**src/rtl/reboot_scheduler.sv**
```systemverilog
// Warm-reboot arbiter: qualifies a held request from A or B, waits for the
// datapath to go quiet, then fires a one-cycle reboot pulse with a flash
// address for the ICAP multiboot sequencer, and locks until reset.
//
// Ports:
//   clock, reset   - system clock, asynchronous active-low reset
//   req_a, slot_a  - requester A (higher priority) and its target slot
//   req_b, slot_b  - requester B and its target slot
//   quiesce        - high when no SDRAM/SD write is in flight
//   busy           - high in every state except IDLE
//   grant          - one-hot owner (bit0 = A, bit1 = B), 0 in IDLE
//   reboot         - one-cycle pulse to the ICAP sequencer
//   addr           - bitstream address, valid from WAIT_Q onward
//   forced         - sticky, set when firing was caused by the timeout
module reboot_scheduler #(
  parameter logic [15:0] HOLD    = 16'd50000,
  parameter logic [7:0]  SETTLE  = 8'd8,
  parameter logic [23:0] TIMEOUT = 24'hFFFFFF,
  parameter logic [23:0] BASE    = 24'h000000,
  parameter logic [23:0] STRIDE  = 24'h0B0000
) (
  input  logic        clock,
  input  logic        reset,
  input  logic        req_a,
  input  logic [1:0]  slot_a,
  input  logic        req_b,
  input  logic [1:0]  slot_b,
  input  logic        quiesce,
  output logic        busy,
  output logic [1:0]  grant,
  output logic        reboot,
  output logic [23:0] addr,
  output logic        forced
);

  typedef enum logic [2:0] {
    S_IDLE,
    S_ARM,
    S_WAIT_Q,
    S_SETTLE,
    S_FIRE,
    S_LOCK
  } state_t;

  state_t      state;
  logic [15:0] hold_cnt;
  logic [7:0]  settle_cnt;
  logic [23:0] tmo_cnt;
  logic [1:0]  slot_q;
  logic        owner_b;

  logic        owner_req;
  logic [1:0]  owner_slot;
  logic [23:0] slot_addr;
  logic        tmo_hit;

  // Request and slot of whichever requester currently owns the arbiter.
  assign owner_req  = owner_b ? req_b  : req_a;
  assign owner_slot = owner_b ? slot_b : slot_a;

  // Flash address wraps modulo 2^24 by truncation to the 24-bit result.
  assign slot_addr  = BASE + STRIDE * {22'd0, slot_q};

  // The timeout counter is shared by WAIT_Q and SETTLE and is not cleared
  // when bouncing between them, so the bound covers the whole wait phase.
  assign tmo_hit    = (tmo_cnt == TIMEOUT - 24'd1);

  always_ff @(posedge clock or negedge reset) begin
    if (!reset) begin
      state      <= S_IDLE;
      hold_cnt   <= '0;
      settle_cnt <= '0;
      tmo_cnt    <= '0;
      slot_q     <= '0;
      owner_b    <= 1'b0;
      busy       <= 1'b0;
      grant      <= 2'b00;
      reboot     <= 1'b0;
      addr       <= BASE;
      forced     <= 1'b0;
    end else begin
      reboot <= 1'b0;
      case (state)
        S_IDLE: begin
          hold_cnt <= '0;
          if (req_a) begin
            owner_b <= 1'b0;
            slot_q  <= slot_a;
            grant   <= 2'b01;
            busy    <= 1'b1;
            state   <= S_ARM;
          end else if (req_b) begin
            owner_b <= 1'b1;
            slot_q  <= slot_b;
            grant   <= 2'b10;
            busy    <= 1'b1;
            state   <= S_ARM;
          end
        end

        S_ARM: begin
          if (!owner_req) begin
            hold_cnt <= '0;
            grant    <= 2'b00;
            busy     <= 1'b0;
            state    <= S_IDLE;
          end else if (owner_slot != slot_q) begin
            // A changed target restarts qualification from scratch.
            slot_q   <= owner_slot;
            hold_cnt <= '0;
          end else if (hold_cnt == HOLD) begin
            addr    <= slot_addr;
            tmo_cnt <= '0;
            state   <= S_WAIT_Q;
          end else begin
            hold_cnt <= hold_cnt + 16'd1;
          end
        end

        S_WAIT_Q: begin
          if (tmo_hit) begin
            forced <= 1'b1;
            reboot <= 1'b1;
            state  <= S_FIRE;
          end else begin
            tmo_cnt <= tmo_cnt + 24'd1;
            if (quiesce) begin
              settle_cnt <= '0;
              state      <= S_SETTLE;
            end
          end
        end

        S_SETTLE: begin
          // Timeout wins over both a quiesce drop and settle completion.
          if (tmo_hit) begin
            forced <= 1'b1;
            reboot <= 1'b1;
            state  <= S_FIRE;
          end else begin
            tmo_cnt <= tmo_cnt + 24'd1;
            if (!quiesce) begin
              state <= S_WAIT_Q;
            end else if (settle_cnt == SETTLE - 8'd1) begin
              reboot <= 1'b1;
              state  <= S_FIRE;
            end else begin
              settle_cnt <= settle_cnt + 8'd1;
            end
          end
        end

        S_FIRE: begin
          state <= S_LOCK;
        end

        S_LOCK: begin
          // Terminal until reset: the FPGA is reconfiguring.
          state <= S_LOCK;
        end

        default: begin
          state <= S_IDLE;
        end
      endcase
    end
  end

endmodule

```
**config.mk**
```make
export PLATFORM = sky130hd
export DESIGN_NAME = reboot_scheduler
export DESIGN_NICKNAME = d
export VERILOG_FILES = /design/src/rtl/reboot_scheduler.sv
export SDC_FILE = /design/constraint.sdc
export NUM_CORES = 1
export LEC_CHECK = 0
export BUFFER_PORTS_ARGS = -buffer_cell sky130_fd_sc_hd__buf_2
export CELL_PAD_IN_SITES_DETAIL_PLACEMENT = 1
export CELL_PAD_IN_SITES_GLOBAL_PLACEMENT = 1
export CORE_ASPECT_RATIO = 0.75
export CORE_MARGIN = 5
export CORE_UTILIZATION = 45
export CTS_BUF_LIST = sky130_fd_sc_hd__clkbuf_16
export DETAILED_ROUTE_END_ITERATION = 12
export GPL_TIMING_DRIVEN = 0
export MAX_ROUTING_LAYER = met4
export PLACE_DENSITY = 0.89
export SLEW_MARGIN = 30
export SYNTH_ARGS = -nofsm -noshare
export SYNTH_HDL_FRONTEND = slang
export SYNTH_SLANG_ARGS = --single-unit
```
**constraint.sdc**
```tcl
create_clock -name clock -period 3.1 [get_ports clock]
set_input_delay 0.465 -clock clock [delete_from_list [all_inputs] [get_ports clock]]
set_output_delay 0.465 -clock clock [all_outputs]
set_load 0.01 [all_outputs]
```
==> metrics.txt <==
status complete, no violations; max-cap violation count 0; Seq/Total Area, Yosys 42.41%; CP Cell Sequence buf_6, nor2_2, nand3_4, or4_4, buf_6, and2_4, a221o_1; CTS buffer count 9; maximum clock rate 390.7 MHz; warnings from Yosys 0; Worst Path Arrival between 2000 and 3000 ps; most frequent cell after synthesis dfrtp_1; core area 0.008309 mm²; chip width 115.8 µm; largest net degree at the start of global routing 48; pwr/cell area 604.8 mW/mm²; initial core utilization 45.44%; Sw Share 31.41%; CTS tree done; Worst VDD drop 389.3 µV; Via Count 3401; Min-Delay Path Class input port to asynchronous set/reset pin; Internal around 0.0018 W; Layout Nets between 400 and 500; Mapped Cells between 400 and 500; Comb pwr share 23.5%; layout cells sized above 1 15.99%; die area 0.01034 mm²; GRT overflow 0; Ports 38; post-CTS setup buffers 0; final setup vio count 0; Fin. Hold Viols 0; CP endpoint kind flop; DRC Markers 0; peak per-stage delay on the critical path between 500 and 600 ps; Final period util ~83%; clk root buf clkbuf_16; commonest cells in the synthesized netlist dfrtp_1 (64), nand2_1 (48), nand3_1 (35); Post-Syn Area per Cell between 9 and 10 µm²; cell count after placement between 500 and 600; critical setup path kind flop to flop; Max clock buf depth 2; Inserted Diodes 0; CP max stage cell or4_4; main flop type after synthesis dfrtp_1; CP required ~3300 ps; Crit Path Max Fanout 10; height of the die 89.33 µm; drt pass-1 iters 4; flops & latches, synth 64; DR iter-0 viols 186; worst setup margin 540.7 ps; Total GRT Usage roughly 22%; clock slew seen by the registers of the worst setup and hold paths 60 ps; post-DP HPWL 7063 µm; # fillers 984; Synth area leader dfrtp_1; RSZ-0062 raised after global routing false; dpl ws 561.4 ps; synth top area cells dfrtp_1 (42%), nand2_1 (4.8%), nand3_1 (4.6%); Synth Cell Area 0.003776 mm²; htree depth 3; asr flop ratio synth 100.0%; worst slew pin tran 934.5 ps; Fin Setup TNS 0 ps; min cycle time layout 2559 ps; Worst Reg-to-Reg Cells 7; cell repeated most along the worst path buf_6; post-route non-filler standard cell count around 580; Min Hold Slack 1.114 ps; port buffer count 16; net load switching power between 0.0008 and 0.0009 W; Pins Over Slew Limit 0; vias in the first global route between 3000 and 4000; final core utilization 53.00%; Routed wire per std cell 17.86 µm; gpl congestion 0.8261; clock sink count 64; DRT antenna net count 0; global-route wire length before repair 17280 µm; Yosys cell types 61; P&R area growth vs syn 16.63%; DR vias/cell approximately 5.9; DRT Wirelength around 10000 µm; skew final 8.585 ps; Startpoint Class flop; sequential group share of total power a little over a third; Rows 29; leakage 1.958 nW; clock network fraction of total power 40.8%; hold buffer count at cts 0; EDFF count, synth 0; max_slew headroom 37.13%; clk_lat worst skew 340 ps; cts repair resizes 0; initial antenna violation count 0; Yosys top cell area share a little over two fifths
cell families after synthesis:
group,Yosys count,synth area share (%)
AOI/OAI and AO/OA,87,15.14
xor gates and xnor gates,11,2.750
adders and majority gates,8,2.651
buffers and inverters,49,7.455
DFF,64,42.41
muxes,12,3.413
other,1,0.09931
and+or+nand+nor,187,26.08
metrics by stage:
stage	power, W	cell area, µm²
2_1_floorplan	0.001397	3840
3_3_place_gp	0.001539	4055
3_5_place_dp	0.001581	4085
4_1_cts	0.002671	4398
5_1_grt	0.002797	4404
6_report	0.002664	4404
path summary, 6_finish.rpt:
check                           startpoint            end  slack, ps
worst max-delay path              state[2]    tmo_cnt[21]        540
worst min-delay path                 reset  settle_cnt[6]          1
worst max register to register    state[2]    tmo_cnt[21]        540
worst min register to register      forced         forced        480
max in group asynchronous            reset   hold_cnt[11]       2590
min in group clock               slot_a[0]      slot_q[0]        470
power by group through the flow:
stage	Sequential [W]	Clock, W	Combinational [W]
6_report	0.000952	0.00109	0.000625
5_1_grt	0.000961	0.00114	0.000697
4_1_cts	0.000951	0.00110	0.000622
3_5_place_dp	0.000965	0	0.000616
3_3_place_gp	0.000959	0	0.000580
2_1_floorplan	0.000959	0	0.000437
layer usage:
metal  global-route usage [%]  routed length, µm  vias to the layer above
met3                    4.804                360                       12
met4                    5.690                102                        0
met1                    28.36               4905                     1729
met5                        -                  0                        -
li1                         -                  -                     1596
met2                    34.93               4937                       64
layout by cell type, fill, tap and decap left out, types with 3 or more instances in the layout:
| cell | synthesis | layout |
|---|---|---|
| dfrtp_1 | 64 | 64 |
| nand2_1 | 48 | 48 |
| nand3_1 | 35 | 35 |
| nor2_1 | 25 | 25 |
| a31oi_1 | 20 | 20 |
| buf_4 | 19 | 20 |
| buf_2 | 3 | 18 |
| conb_1 | 1 | 18 |
| a21oi_1 | 17 | 17 |
| o21ai_0 | 17 | 17 |
| clkbuf_1 | 14 | 14 |
| nand4_1 | 14 | 14 |
| nor3_1 | 14 | 14 |
| inv_1 | 10 | 11 |
| and3_1 | 10 | 10 |
| nor4_1 | 9 | 9 |
| clkbuf_16 | 0 | 9 |
| ha_1 | 8 | 8 |
| mux2i_1 | 7 | 7 |
| xor2_1 | 7 | 7 |
| or3_1 | 5 | 5 |
| mux2_2 | 4 | 4 |
| and4_1 | 4 | 4 |
| buf_6 | 3 | 3 |
| o211ai_1 | 3 | 3 |
| xnor2_1 | 3 | 3 |
| nand3b_1 | 3 | 3 |
| o221ai_1 | 3 | 3 |
| or4b_2 | 3 | 3 |
| a22o_1 | 3 | 3 |
| and2_1 | 3 | 3 |
flip-flops by register name (all words and copies together), names as in the netlist:
register and flops:
busy 1, owner_b 1, forced 1, settle_cnt 8, reboot 1, tmo_cnt 24, hold_cnt 16, slot_q 2
grant 2, addr 5, state 3
area by class of cell:
cell class | count | area [µm²] | share of cell area [%]
multi-input combinational | 323 | 1963 | 44.57
sequential | 64 | 1602 | 36.36
buffer | 39 | 244.0 | 5.540
clock buffer | 9 | 225.2 | 5.114
tap | 108 | 135.1 | 3.068
timing repair buffer | 17 | 110.1 | 2.500
clock inverter | 7 | 87.58 | 1.989
inverter | 10 | 37.54 | 0.8523
critical path: cells and delay by family (launching register included):
family | cells | cell delay (ps)
simple gates | 4 | 1410
buf+inv | 2 | 300
compound gates | 1 | 340
flops | 1 | 380
Note: power is estimated with default switching activity, not from simulation.
